--- src/rtl/battle_link_ctrl.sv ---
`timescale 1ns/1ps
// -----------------------------------------------------------------------------
// battle_link_ctrl
// Message-framing layer between the game logic and the serial com module.
//   TX: takes one (cmd, arg) message and feeds the frame SYNC, cmd, arg, CHK
//       byte-by-byte into the com module's parallel load / transmit interface.
//   RX: watches bytes from the com module, locks on SYNC, checks CHK and hands
//       validated messages to the game logic. Stalled frames time out.
//   CHK = SYNC ^ cmd ^ arg.
//
// Ports
//   CLOCK_50        in   system clock, everything on posedge
//   reset           in   synchronous, active-high
//   msg_valid       in   game logic offers a TX message
//   msg_cmd/msg_arg in   TX message bytes
//   msg_ready       out  TX idle; accept on msg_valid & msg_ready
//   tx_busy         out  TX frame in progress
//   P_data_in       out  byte presented to the com module
//   load            out  one-cycle load strobe to the com module
//   transmit_enable out  high while the com module shifts a byte out
//   char_sent       in   com module byte done (level, rising edge used)
//   P_data_out      in   received byte from the com module
//   char_received   in   com module byte ready (level, rising edge used)
//   rx_valid        out  one-cycle pulse, good frame received
//   rx_cmd/rx_arg   out  last good message, held until next rx_valid
//   rx_err          out  one-cycle pulse on checksum mismatch or timeout
// -----------------------------------------------------------------------------
module battle_link_ctrl #(
  parameter logic [7:0]           SYNC_BYTE      = 8'hA5,
  parameter int                   TIMEOUT_W      = 21,
  parameter logic [TIMEOUT_W-1:0] TIMEOUT_CYCLES = 21'd1500000
) (
  input  logic       CLOCK_50,
  input  logic       reset,
  input  logic       msg_valid,
  input  logic [7:0] msg_cmd,
  input  logic [7:0] msg_arg,
  output logic       msg_ready,
  output logic       tx_busy,
  output logic [7:0] P_data_in,
  output logic       load,
  output logic       transmit_enable,
  input  logic       char_sent,
  input  logic [7:0] P_data_out,
  input  logic       char_received,
  output logic       rx_valid,
  output logic [7:0] rx_cmd,
  output logic [7:0] rx_arg,
  output logic       rx_err
);

  typedef enum logic [1:0] {T_IDLE, T_LOAD, T_SEND, T_NEXT} tx_state_t;
  typedef enum logic [1:0] {R_SYNC, R_CMD, R_ARG, R_CHK}    rx_state_t;

  localparam logic [TIMEOUT_W-1:0] TO_ZERO = {TIMEOUT_W{1'b0}};
  localparam logic [TIMEOUT_W-1:0] TO_ONE  = {{(TIMEOUT_W-1){1'b0}}, 1'b1};
  localparam logic [TIMEOUT_W-1:0] TO_LAST = TIMEOUT_CYCLES - TO_ONE;

  // Frame check byte.
  function automatic logic [7:0] calc_chk(input logic [7:0] cmd_v,
                                          input logic [7:0] arg_v);
    calc_chk = SYNC_BYTE ^ cmd_v ^ arg_v;
  endfunction

  // Byte at position idx of the outgoing frame.
  function automatic logic [7:0] frame_byte(input logic [1:0] idx,
                                            input logic [7:0] cmd_v,
                                            input logic [7:0] arg_v,
                                            input logic [7:0] chk_v);
    case (idx)
      2'd0:    frame_byte = SYNC_BYTE;
      2'd1:    frame_byte = cmd_v;
      2'd2:    frame_byte = arg_v;
      2'd3:    frame_byte = chk_v;
      default: frame_byte = SYNC_BYTE;
    endcase
  endfunction

  // ---------------------------------------------------------------------------
  // Edge detection on the com module handshake levels
  // ---------------------------------------------------------------------------
  logic sent_prev_r;
  logic rcvd_prev_r;
  logic sent_evt_s;
  logic rcvd_evt_s;

  // One event per byte, no matter how long the com module holds its level.
  always_comb begin
    sent_evt_s = char_sent & ~sent_prev_r;
    rcvd_evt_s = char_received & ~rcvd_prev_r;
  end

  // Previous-cycle copies of the handshake levels.
  always_ff @(posedge CLOCK_50) begin
    if (reset) begin
      sent_prev_r <= 1'b0;
      rcvd_prev_r <= 1'b0;
    end else begin
      sent_prev_r <= char_sent;
      rcvd_prev_r <= char_received;
    end
  end

  // ---------------------------------------------------------------------------
  // TX sequencer
  // ---------------------------------------------------------------------------
  tx_state_t  tx_state_r;
  logic [1:0] tx_idx_r;
  logic [7:0] tx_cmd_r;
  logic [7:0] tx_arg_r;
  logic [7:0] tx_chk_r;
  logic       msg_ready_r;
  logic       tx_busy_r;
  logic [7:0] p_data_r;
  logic       load_r;
  logic       tx_en_r;

  // TX FSM. Outputs are registered alongside the state: load_r is high
  // exactly while in T_LOAD and tx_en_r exactly while in T_SEND. The first
  // load is issued directly from the accept so it follows one cycle later.
  always_ff @(posedge CLOCK_50) begin
    if (reset) begin
      tx_state_r  <= T_IDLE;
      tx_idx_r    <= 2'd0;
      tx_cmd_r    <= 8'h00;
      tx_arg_r    <= 8'h00;
      tx_chk_r    <= 8'h00;
      msg_ready_r <= 1'b1;
      tx_busy_r   <= 1'b0;
      p_data_r    <= 8'h00;
      load_r      <= 1'b0;
      tx_en_r     <= 1'b0;
    end else begin
      case (tx_state_r)
        T_IDLE: begin
          if (msg_valid) begin
            tx_cmd_r    <= msg_cmd;
            tx_arg_r    <= msg_arg;
            tx_chk_r    <= calc_chk(msg_cmd, msg_arg);
            tx_idx_r    <= 2'd0;
            msg_ready_r <= 1'b0;
            tx_busy_r   <= 1'b1;
            p_data_r    <= SYNC_BYTE;
            load_r      <= 1'b1;
            tx_state_r  <= T_LOAD;
          end
        end
        T_LOAD: begin
          load_r     <= 1'b0;
          tx_en_r    <= 1'b1;
          tx_state_r <= T_SEND;
        end
        T_SEND: begin
          // P_data_in stays put until the com module reports the byte done.
          if (sent_evt_s) begin
            tx_en_r    <= 1'b0;
            tx_state_r <= T_NEXT;
          end
        end
        T_NEXT: begin
          if (tx_idx_r == 2'd3) begin
            msg_ready_r <= 1'b1;
            tx_busy_r   <= 1'b0;
            tx_state_r  <= T_IDLE;
          end else begin
            tx_idx_r   <= tx_idx_r + 2'd1;
            p_data_r   <= frame_byte(tx_idx_r + 2'd1, tx_cmd_r, tx_arg_r, tx_chk_r);
            load_r     <= 1'b1;
            tx_state_r <= T_LOAD;
          end
        end
        default: begin
          msg_ready_r <= 1'b1;
          tx_busy_r   <= 1'b0;
          load_r      <= 1'b0;
          tx_en_r     <= 1'b0;
          tx_state_r  <= T_IDLE;
        end
      endcase
    end
  end

  // ---------------------------------------------------------------------------
  // RX deframer with inter-byte timeout
  // ---------------------------------------------------------------------------
  rx_state_t            rx_state_r;
  logic [7:0]           rx_cmd_tmp_r;
  logic [7:0]           rx_arg_tmp_r;
  logic [7:0]           rx_cmd_r;
  logic [7:0]           rx_arg_r;
  logic                 rx_valid_r;
  logic                 rx_err_r;
  logic [TIMEOUT_W-1:0] to_cnt_r;

  // RX FSM. A byte event takes priority over a timeout in the same cycle.
  // SYNC values inside a frame are plain data; only R_SYNC hunts for SYNC.
  always_ff @(posedge CLOCK_50) begin
    if (reset) begin
      rx_state_r   <= R_SYNC;
      rx_cmd_tmp_r <= 8'h00;
      rx_arg_tmp_r <= 8'h00;
      rx_cmd_r     <= 8'h00;
      rx_arg_r     <= 8'h00;
      rx_valid_r   <= 1'b0;
      rx_err_r     <= 1'b0;
      to_cnt_r     <= TO_ZERO;
    end else begin
      rx_valid_r <= 1'b0;
      rx_err_r   <= 1'b0;
      case (rx_state_r)
        R_SYNC: begin
          to_cnt_r <= TO_ZERO;
          if (rcvd_evt_s && (P_data_out == SYNC_BYTE)) begin
            rx_state_r <= R_CMD;
          end
        end
        R_CMD, R_ARG, R_CHK: begin
          if (rcvd_evt_s) begin
            to_cnt_r <= TO_ZERO;
            case (rx_state_r)
              R_CMD: begin
                rx_cmd_tmp_r <= P_data_out;
                rx_state_r   <= R_ARG;
              end
              R_ARG: begin
                rx_arg_tmp_r <= P_data_out;
                rx_state_r   <= R_CHK;
              end
              R_CHK: begin
                if (P_data_out == calc_chk(rx_cmd_tmp_r, rx_arg_tmp_r)) begin
                  rx_cmd_r   <= rx_cmd_tmp_r;
                  rx_arg_r   <= rx_arg_tmp_r;
                  rx_valid_r <= 1'b1;
                end else begin
                  rx_err_r <= 1'b1;
                end
                rx_state_r <= R_SYNC;
              end
              default: rx_state_r <= R_SYNC;
            endcase
          end else if (to_cnt_r == TO_LAST) begin
            to_cnt_r   <= TO_ZERO;
            rx_err_r   <= 1'b1;
            rx_state_r <= R_SYNC;
          end else begin
            to_cnt_r <= to_cnt_r + TO_ONE;
          end
        end
        default: begin
          to_cnt_r   <= TO_ZERO;
          rx_state_r <= R_SYNC;
        end
      endcase
    end
  end

  assign msg_ready       = msg_ready_r;
  assign tx_busy         = tx_busy_r;
  assign P_data_in       = p_data_r;
  assign load            = load_r;
  assign transmit_enable = tx_en_r;
  assign rx_valid        = rx_valid_r;
  assign rx_cmd          = rx_cmd_r;
  assign rx_arg          = rx_arg_r;
  assign rx_err          = rx_err_r;

endmodule
--- config.mk ---
export PLATFORM = sky130hd
export DESIGN_NAME = battle_link_ctrl
export DESIGN_NICKNAME = d
export VERILOG_FILES = /design/src/rtl/battle_link_ctrl.sv
export SDC_FILE = /design/constraint.sdc
export NUM_CORES = 1
export LEC_CHECK = 0
export CAP_MARGIN = 10
export CORE_ASPECT_RATIO = 1.25
export CORE_UTILIZATION = 40
export CTS_CLUSTER_SIZE = 28
export DETAILED_ROUTE_END_ITERATION = 12
export DONT_BUFFER_PORTS = 1
export PLACE_DENSITY = 0.61
export SETUP_SLACK_MARGIN = 0.15
export SYNTH_ARGS = -nofsm -noshare
export SYNTH_HDL_FRONTEND = slang
export SYNTH_SLANG_ARGS = --single-unit
export TNS_END_PERCENT = 10
--- constraint.sdc ---
create_clock -name CLOCK_50 -period 4.2 [get_ports CLOCK_50]
set_input_delay 0.63 -clock CLOCK_50 [delete_from_list [all_inputs] [get_ports CLOCK_50]]
set_output_delay 0.63 -clock CLOCK_50 [all_outputs]
set_load 0.01 [all_outputs]
### Yosys cells after proc, flatten, opt, wreduce, memory -nomap -nowiden

Index checks and enable logic that the tools add are counted.

* add/sub/neg operators: 2
* eq/ne operators: 19
* mux-type cells: 34
* bitwise gates (word level): 11
* reductions and logical operators: 20

Operators with widths (number)
* 2-to-1 mux 21 bit: 2
* one-hot mux 21 bit (2 select lines): 1
* one-hot mux 8 bit (4 select lines): 1
* adder 21 x 1 -> 21 bit, second input constant: 1
* == test 21 bit, second input constant: 1
* 2-to-1 mux 8 bit: 2
* one-hot mux 8 bit (2 select lines): 1
* XOR 8 bit: 2
* AND reduction 3 bit: 5
* == test 2 bit, second input constant: 7
* 2-to-1 mux 2 bit: 7
* 2-to-1 mux 1 bit: 12
* one-hot mux 2 bit (2 select lines): 3
* inequality test 2 bit, second input constant: 5
* == test 8 bit: 1
* == test 8 bit, second input constant: 1
* NOT 4 bit: 2
* one-hot mux 2 bit (4 select lines): 1
* AND reduction 2 bit: 4
* == test 2 x 1 -> 1 bit, second input constant: 3
* logical NOT 2 bit: 3
* one-hot mux 1 bit (2 select lines): 3
* NOT 1 bit: 5
* AND reduction 4 bit: 1
* 10 further kinds: 12

* register bits after elaboration: 99
* bits of input ports: 29
* logic and storage cells: 106

### Logic depth before layout (Yosys ltp)

Gate-level depths: netlist of the first run.

* depth in word-level cells: 6
* mapped depth: 8

### Worst setup path before layout of the first run

OpenSTA, ideal clock, no wires.

* path type: input -> register
* start point: input P_data_out[1]
* end point: register rx_state_r[0]
* setup time: 119 ps
* data arrival time: 1940 ps
* path slack: 2141 ps
* stages on the path: 4
* path buffers: 0
* cell sequence: or4b_2 > o31ai_1 > nand2_1 > o221a_2

* cells in the longest elaborated chain, start to end: 4

RTL lines
* start, declared: line 44 `input logic [7:0] P_data_out,`
* == test 8 bit: line 213 `if (rcvd_evt_s && (P_data_out == SYNC_BYTE)) begin`
* logical AND 1 bit: line 213
* inequality test 2 bit (no source line)
* AND reduction 2 bit (no source line)
* end signal, assigned: line 214 `rx_state_r <= R_CMD;`
* end signal, assigned: line 223 `rx_state_r <= R_ARG;`
* end signal, assigned: line 227 `rx_state_r <= R_CHK;`
* end, declared: line 186 `rx_state_t rx_state_r;`

Every way passes these cells.
A chain may end at the register's enable or synchronous reset.

### Worst setup path after layout of the first run

* start point: register to_cnt_r[7]
* end point: register to_cnt_r[14]

* cells in the longest elaborated chain, start to end: 4
* elaborated cells between the ends (all ways): 5
* those cells by class: 1 x add/sub; 1 x eq/ne; 3 x mux

RTL lines
* start, declared: line 193 `logic [TIMEOUT_W-1:0] to_cnt_r;`
* start signal, assigned: line 246 `to_cnt_r <= to_cnt_r + TO_ONE;`
* adder 21 x 1 -> 21 bit or == test 21 bit (tied branches): line 246, 241
* 2-to-1 mux 21 bit *: line 241 `end else if (to_cnt_r == TO_LAST) begin`
* 2-to-1 mux 21 bit *: line 218 `if (rcvd_evt_s) begin`
* one-hot mux 21 bit (2 select lines) *: line 210 `case (rx_state_r)`

Mark *: on every way between the ends. The rest lies on a longest branch, timed or not.

==> results.py, run 1 <==
metrics = {
    "sta": {
        "timing.final.hold_violations": 0,
        "setup_total_negative_slack_ns": 0,
        "setup_viol_count_final": 0,
        "grt_setup_unrepaired": "false",
        "worst_pin_slew_ns": 0.977,
        "timing.max_slew.rel_slack_pct": 34.9,
        "setup_ws_ns": 2.10,
        "timing.fmax_ghz": 0.477,
        "final_critical_path_share_of_the_clock_period_pct": 50.0,
        "final_max_slew_viol_count": 0,
        "finClkSkew_ns": 0.00529,
        "fin_worst_hold_slack_ns": 0.351,
        "final_critical_path_time_including_i_o_delays_and_setup_ns": 2.10,
    },
    "synthesis": {
        "synthesis.area_um2": 4370,
        "synthDominantAreaCellType": "sky130_fd_sc_hd__dfxtp_1",
        "ys_async_sr_fraction_pct": 0,
        "share_of_synthesized_area_occupied_by_flip_flops_and_latches_pct": 45.3,
        "post_synth_num_cell_types": 51,
        "synth_top_area_share_pct": 45.3,
        "synth-edff-count": 0,
        "yosys_warnings": 0,
        "synth_seq_cells": 99,
        "synth_top_flop_cell": "sky130_fd_sc_hd__dfxtp_1",
        "synth_area_per_cell_um2": 9.17,
        "synth_area_leaders": "sky130_fd_sc_hd__dfxtp_1 45%, sky130_fd_sc_hd__nor2_1 7.4%, sky130_fd_sc_hd__mux2i_1 7.3%",
        "post_synthesis_net_count": 523,
        "netlist_instances": 477,
    },
    "critical_path": {
        "worst_path_max_delay_cell": "sky130_fd_sc_hd__or4_1",
        "timing.setup.critical_path_class": "reg2reg",
        "cp_capture_type": "flop",
        "cp_data_arrival_time_ns": 2.30,
        "critical_path_peak_fanout": 20,
        "required_ns": 4.40,
        "timing.critical_path.cells": "or4_1, nand4bb_1, o21a_1, nand2_1, nor2_1",
        "critPathLaunchType": "flop",
        "cpPeakStageDelay_ns": 0.53,
    },
    "routing": {
        "first_iter_violations": 131,
        "remaining_drc_errors": 0,
        "vias": 3136,
        "route.final.wire_length_mm": 8.54,
        "viasPerCell": 5.20,
        "post_drt_wl_per_cell_um": 14.2,
        "drt_antenna_net_count": 0,
        "drtPass1Iterations": 4,
    },
    "global_route": {
        "grt_pass1_vias": 3065,
        "antenna_found_initial": 0,
        "grt_overflow_total": 0,
        "grt_first_pass_wirelength_mm": 14.2,
        "grt_util_all_layers_pct": 16.0,
        "grt_start_max_net_pins": 79,
    },
    "floorplanning": {
        "fp.dieArea_um2": 11400,
        "io-pin-count": 59,
        "core_area_um2": 10600,
        "initial_cell_density_of_the_core_pct": 41.2,
        "die_y_um": 119,
        "placement_rows": 42,
        "x_dimension_of_the_die_um": 95.5,
    },
    "cells_and_area": {
        "antenna_cells": 0,
        "num-nets-final": 512,
        "final_core_util_pct": 44.8,
        "post_route_cells_drive_above_1_share_pct": 6.58,
        "final_std_cell_area_no_fill_um2": 4760,
        "synthToLayoutAreaGrowth_pct": 8.75,
    },
    "place": {
        "place_congestion": 0.777,
        "hpwlAfterDp_mm": 6.02,
        "portBuffers": 0,
        "postPlaceCellArea_um2": 4450,
        "place_ws_ns": 1.93,
    },
    "job": {
        "max_cap_violations": 0,
    },
    "clocking": {
        "cts_num_sinks": 99,
        "ctsLongestPathBuffers": 2,
        "tritoncts_clock_tree": "yes",
        "numCtsBuffers": 9,
        "cts.htree.levels": 3,
        "clock_insertion_delay_worst_skew_ns": 0.34,
        "cts_setup_buffers": 0,
        "cts_repair_resize_count": 0,
        "cts.clk_slew.worst_paths_ns": 0.07,
        "cts-hold-fix-buffers": 0,
        "clk_root_buffer_cell": "sky130_fd_sc_hd__clkbuf_16",
    },
    "power": {
        "powerDensity_nw_per_um2": 494,
        "static_leakage_power_nw": 1.68,
        "ir_drop_uv": 267,
    },
    "run_status": {
        "outcome": "finished clean",
    },
    "worst_hold_path": {
        "hold_class": "in2reg",
    },
}
-- metrics by stage --
stage / instances / power [mW]
final: 603 / 2.35
after global placement: 586 / 1.51
after global routing: 603 / 2.50
after detailed placement: 586 / 1.53
after CTS: 602 / 2.37
after floorplan: 477 / 1.45
-- registers in the layout, indices dropped and copies added (netlist names), 2 cells and up --
signal,count
tx_idx_r,2
P_data_in,8
rx_cmd_tmp_r,8
rx_arg,8
tx_cmd_r,8
rx_cmd,8
rx_state_r,2
to_cnt_r,21
tx_arg_r,8
tx_chk_r,8
tx_state_r,2
rx_arg_tmp_r,8
-- critical path, delay by kind of cell (launching register included) --
kind	cells	cell delay [ns]
AOI/OAI and AO/OA	1	0.26
DFF	1	0.36
and+or+nand+nor	4	1.34
-- cell families (layout without fill, tap and decap cells) --
family                   Yosys count  in the layout  synth area share (%)
AO/OA/AOI/OAI                     65             65                  9.44
multiplexers                      32             32                  7.32
AND/OR/NAND/NOR                  194            194                  20.0
flip-flops                        99             99                  45.3
XOR/XNOR                          35             35                  9.81
buffers and inverters             35             29                  3.26
adder cells (fa/ha/maj)           17             17                  4.86
-- final timing paths --
path / slack, ns / cells past startpoint / to / startpoint
hold reg to reg: 0.45 / 2 / tx_chk_r[0] / tx_chk_r[0]
setup / recovery: 2.10 / 5 / to_cnt_r[14] / to_cnt_r[7]
setup reg to reg: 2.10 / 5 / to_cnt_r[14] / to_cnt_r[7]
hold / removal: 0.35 / 1 / tx_arg_r[5] / reset
-- cell type report --
class / instances / area, µm²
timing repair buffer: 2 / 15.0
clock inverter: 5 / 61.3
sequential: 99 / 1980
inverter: 11 / 41.3
multi-input combinational: 343 / 2250
tap: 132 / 165
clock buffer: 11 / 243
fill: 1034 / 5860
-- layer usage --
| metal | share of wire [%] | track usage [%] |
|---|---|---|
| met5 | 0 | 0 |
| met4 | 1.3 | 5.88 |
| met3 | 7.3 | 5.94 |
| met2 | 50 | 27.1 |
| met1 | 41 | 17.8 |
-- cell usage after synthesis, drive strengths merged, types with 2 or more instances --
cell type   n
dfxtp      99
nor2       86
nand2      64
a21oi      33
mux2i      32
clkbuf     19
xnor2      18
ha         17
inv        11
xor2        9
a22oi       8
nand3       7
and3        6
nand4       6
a211oi      5
buf         5
a222oi      4
a31oi       4
nor2b       4
nor3        4
xnor3       4
xor3        4
nand2b      3
nor4        3
a21boi      2
and4        2
o21ai       2
-- cell usage in the layout, fill, tap and decap left out, types with 2 or more instances in the layout --
| cell | n |
|---|---|
| sky130_fd_sc_hd__nor2_1 | 86 |
| sky130_fd_sc_hd__nand2b_1 | 3 |
| sky130_fd_sc_hd__o21ai_0 | 2 |
| sky130_fd_sc_hd__nor4_1 | 2 |
| sky130_fd_sc_hd__clkinv_4 | 2 |
| sky130_fd_sc_hd__clkbuf_16 | 9 |
| sky130_fd_sc_hd__ha_1 | 17 |
| sky130_fd_sc_hd__a211oi_1 | 5 |
| sky130_fd_sc_hd__mux2i_1 | 32 |
| sky130_fd_sc_hd__a22oi_1 | 8 |
| sky130_fd_sc_hd__xnor2_1 | 18 |
| sky130_fd_sc_hd__nor2b_1 | 4 |
| sky130_fd_sc_hd__nor3_1 | 4 |
| sky130_fd_sc_hd__nand3_1 | 7 |
| sky130_fd_sc_hd__a31oi_1 | 4 |
| sky130_fd_sc_hd__xnor3_2 | 3 |
| sky130_fd_sc_hd__xor3_2 | 3 |
| sky130_fd_sc_hd__xor2_1 | 9 |
| sky130_fd_sc_hd__and4_1 | 2 |
| sky130_fd_sc_hd__nand4_1 | 5 |
| sky130_fd_sc_hd__nand2_2 | 2 |
| sky130_fd_sc_hd__inv_1 | 11 |
| sky130_fd_sc_hd__nand2_1 | 62 |
| sky130_fd_sc_hd__dfxtp_1 | 99 |
| sky130_fd_sc_hd__and3_1 | 6 |
| sky130_fd_sc_hd__a21oi_1 | 33 |
| sky130_fd_sc_hd__buf_4 | 2 |
| sky130_fd_sc_hd__a222oi_1 | 4 |
-- power by group --
group          switching [mW]  internal (mW)
logic                   0.253          0.149
clock network           0.348          0.481
registers              0.0825           1.03
No activity file was read; power rests on OpenSTA's default activity.
==> run 2: changes to the inputs <==
--- a/config.mk
+++ b/config.mk
@@ -5,6 +5,7 @@
 export SDC_FILE = /design/constraint.sdc
 export NUM_CORES = 1
 export LEC_CHECK = 0
+export ABC_AREA = 1
 export CAP_MARGIN = 10
 export CORE_ASPECT_RATIO = 1.25
 export CORE_UTILIZATION = 40
==> constraint.sdc (replaced) <==
create_clock -name CLOCK_50 -period 2.1 [get_ports CLOCK_50]
set_input_delay 0.315 -clock CLOCK_50 [delete_from_list [all_inputs] [get_ports CLOCK_50]]
set_output_delay 0.315 -clock CLOCK_50 [all_outputs]
set_load 0.01 [all_outputs]
==> run 2 against run 1 <==
- non-clock buffer count increased by 7
- maximum frequency increased by 19%
- critical path type unchanged
- design area increased by 8.9%
- worst hold slack got worse by 0.31 ns
==> results.py, run 2 <==
metrics = {
    "global_route": {
        "grt_start_max_net_pins": 44,
        "groute.layer.met3.usage_pct": 4.86,
        "grt_first_pass_wirelength_mm": 18.0,
        "grt_pass1_vias": 3965,
        "grt_util_all_layers_pct": 18.4,
        "met2_usage_pct": 33.1,
        "antenna_found_initial": 0,
        "grt_overflow_total": 0,
        "globalRoute.busiestLayer": "met2",
        "m1_gr_usage_pct": 20.7,
    },
    "synthesis": {
        "netlist_instances": 662,
        "netlist_top_cells_count": "148 x sky130_fd_sc_hd__nand2_1, 99 x sky130_fd_sc_hd__dfxtp_1, 86 x sky130_fd_sc_hd__inv_1",
        "synth_xor_area_share_pct": 2.60,
        "synth_compound_area_share_pct": 12.2,
        "synth-edff-count": 0,
        "synthAdderAreaFrac_pct": 4.52,
        "post_synthesis_net_count": 708,
        "synth_mux_area_share_pct": 0,
        "synthDominantAreaCellType": "sky130_fd_sc_hd__dfxtp_1",
        "synth.most_common_cell": "sky130_fd_sc_hd__nand2_1",
        "synthesis.area_um2": 4710,
        "yosys_warnings": 0,
        "synth_top_flop_cell": "sky130_fd_sc_hd__dfxtp_1",
        "ys_async_sr_fraction_pct": 0,
        "share_of_synthesized_area_occupied_by_flip_flops_and_latches_pct": 42.1,
        "synth_area_leaders": "sky130_fd_sc_hd__dfxtp_1 42%, sky130_fd_sc_hd__nand2_1 12%, sky130_fd_sc_hd__inv_1 6.9%",
        "synthSimpleGateAreaFrac_pct": 29.0,
        "largest_family_of_logic_cells_by_synthesized_area": "simple AND/OR/NAND/NOR gates",
        "post_synth_num_cell_types": 34,
        "synth_area_per_cell_um2": 7.11,
        "synth_top_area_share_pct": 42.1,
        "synth_seq_cells": 99,
    },
    "power": {
        "ir_drop_uv": 576,
        "powerDensity_nw_per_um2": 1020,
        "static_leakage_power_nw": 2.11,
    },
    "sta": {
        "final_critical_path_time_including_i_o_delays_and_setup_ns": 1.76,
        "final_max_slew_viol_count": 0,
        "timing.final.hold_violations": 0,
        "setup_viol_count_final": 0,
        "timing.max_slew.rel_slack_pct": 67.2,
        "timing.fmax_ghz": 0.567,
        "setup_ws_ns": 0.337,
        "finClkSkew_ns": 0.00667,
        "final_critical_path_share_of_the_clock_period_pct": 83.9,
        "setup_total_negative_slack_ns": 0,
        "grt_setup_unrepaired": "true",
        "worst_pin_slew_ns": 0.490,
    },
    "worst_hold_path": {
        "min_delay_worst_endpoint": "rcvd_prev_r",
        "hold_class": "in2reg",
        "min-delay-start": "reset",
        "min_delay_path_depth": 1,
    },
    "cells_and_area": {
        "synthToLayoutAreaGrowth_pct": 10.0,
        "nFillCells": 1145,
        "area_of_the_multi_input_gates_um2": 2290,
        "layout.area.seq_um2": 1980,
        "top_register": "to_cnt_r",
        "final_common_cell": "sky130_fd_sc_hd__nand2_1",
        "layout_common_cells": "148 x sky130_fd_sc_hd__nand2_1, 99 x sky130_fd_sc_hd__dfxtp_1, 86 x sky130_fd_sc_hd__inv_1",
        "num-nets-final": 705,
        "post_route_cells_drive_above_1_share_pct": 8.28,
        "antenna_cells": 0,
        "largest_reg_flops": 21,
    },
    "floorplanning": {
        "initial_cell_density_of_the_core_pct": 41.7,
        "placement_rows": 43,
        "die_y_um": 123,
        "io-pin-count": 59,
        "fp.dieArea_um2": 12200,
        "x_dimension_of_the_die_um": 99.1,
        "core_area_um2": 11300,
    },
    "critical_path": {
        "cp_data_arrival_time_ns": 2.04,
        "timing.critical_path.cells": "ha_1, inv_1, nor2_1, inv_1, nor2_1, nand2_1, a21oi_1",
        "r2r_slack_ns": 0.34,
        "crit_path_start": "tx_state_r[0]",
        "worstPathBufferInverterCount": 2,
        "r2r.worst_path.cells": 7,
        "timing.setup.critical_path_class": "reg2reg",
        "worst_r2r_endpoint": "P_data_in[3]",
        "critPathLaunchType": "flop",
        "cpPeakStageDelay_ns": 0.40,
        "worst_path_max_delay_cell": "sky130_fd_sc_hd__dfxtp_1",
        "cell_class_contributing_the_biggest_share_of_worst_path_delay": "simple AND/OR/NAND/NOR gates",
        "critical_path_peak_fanout": 5,
        "required_ns": 2.37,
        "cp_capture_type": "flop",
        "worst_r2r_startpoint": "tx_state_r[0]",
    },
    "place": {
        "place_ws_ns": 0.272,
        "place_congestion": 0.818,
        "hpwlAfterDp_mm": 7.45,
        "portBuffers": 0,
    },
    "job": {
        "max_cap_violations": 0,
    },
    "clocking": {
        "cts.htree.levels": 3,
        "ctsLongestPathBuffers": 2,
        "cts_setup_buffers": 0,
        "cts.clk_slew.worst_paths_ns": 0.07,
        "tritoncts_clock_tree": "yes",
        "clk_root_buffer_cell": "sky130_fd_sc_hd__clkbuf_16",
        "cts_num_sinks": 99,
        "numCtsBuffers": 9,
        "clock_insertion_delay_worst_skew_ns": 0.34,
    },
    "routing": {
        "viasPerCell": 5.03,
        "route.final.wire_length_mm": 10.4,
        "vias": 4017,
        "post_drt_wl_per_cell_um": 13.0,
        "drt_antenna_net_count": 0,
        "remaining_drc_errors": 0,
        "drtPass1Iterations": 4,
        "first_iter_violations": 220,
    },
    "run_status": {
        "outcome": "finished clean",
    },
}
[run 2: repair_timing]
item | CTS | global route
resized for setup | 0 | 2
setup endpoints to repair | 0 | 8
hold buffers | 0 | 0
[run 2: layer usage]
layer | up-vias | routed length (µm)
li1 | 2100 | -
met1 | 1818 | 4500
met3 | 14 | 557
met4 | 0 | 195
met5 | - | 0
met2 | 85 | 5110
[run 2: where the power goes]
group	internal, mW	switching (mW)	leakage, nW
combinational	0.384	0.770	1.14
clock	1.11	0.692	0.159
sequential	2.13	0.207	0.806
[run 2: worst reg2reg max path, cell delays in order (launching register included)]
cell	delay, ns
sky130_fd_sc_hd__dfxtp_1	0.40
sky130_fd_sc_hd__ha_1	0.28
sky130_fd_sc_hd__inv_1	0.08
sky130_fd_sc_hd__nor2_1	0.22
sky130_fd_sc_hd__inv_1	0.18
sky130_fd_sc_hd__nor2_1	0.25
sky130_fd_sc_hd__nand2_1	0.12
sky130_fd_sc_hd__a21oi_1	0.15
[run 2: layout make-up]
cell class | instances | share of cell area [%]
Clock inverter | 4 | 1.40
Sequential cell | 99 | 38.2
Clock buffer | 12 | 4.95
Inverter | 93 | 6.74
Tap cell | 135 | 3.26
Timing Repair Buffer | 9 | 1.30
Multi-Input combinational cell | 447 | 44.1
[run 2: kinds of logic (layout without fill, tap and decap cells)]
kind of cell	Yosys count	count (layout)
compound gates	109	109
xor+xnor	14	14
fa+ha+maj	17	17
buf+inv	116	118
flops	99	99
simple gates	307	307
[run 2: worst max path at each step]
stage / end / cells past startpoint / slack, ns
6_report: P_data_in[3] / 7 / 0.34
5_1_grt: P_data_in[6] / 7 / 0.08
4_1_cts: tx_idx_r[0] / 7 / 0.26
3_5_place_dp: tx_idx_r[0] / 8 / 0.27
3_3_place_gp: tx_idx_r[0] / 7 / 0.38
2_1_floorplan: tx_idx_r[0] / 9 / 0.57
[run 2: metrics by stage]
| step | hold WS, ns | cells | power, mW | instance area [µm²] | utilization (%) |
|---|---|---|---|---|---|
| after floorplan | 0.418 | 662 | 3.23 | 4710 | - |
| after CTS | 0.0285 | 799 | 5.33 | 5170 | 45.8 |
| after global placement | 0.388 | 783 | 3.47 | 4840 | 42.9 |
| after global routing | 0.0288 | 799 | 5.63 | 5180 | 45.9 |
| after detailed placement | 0.390 | 783 | 3.53 | 4840 | 42.9 |
| final | 0.0369 | 799 | 5.29 | 5180 | 45.9 |
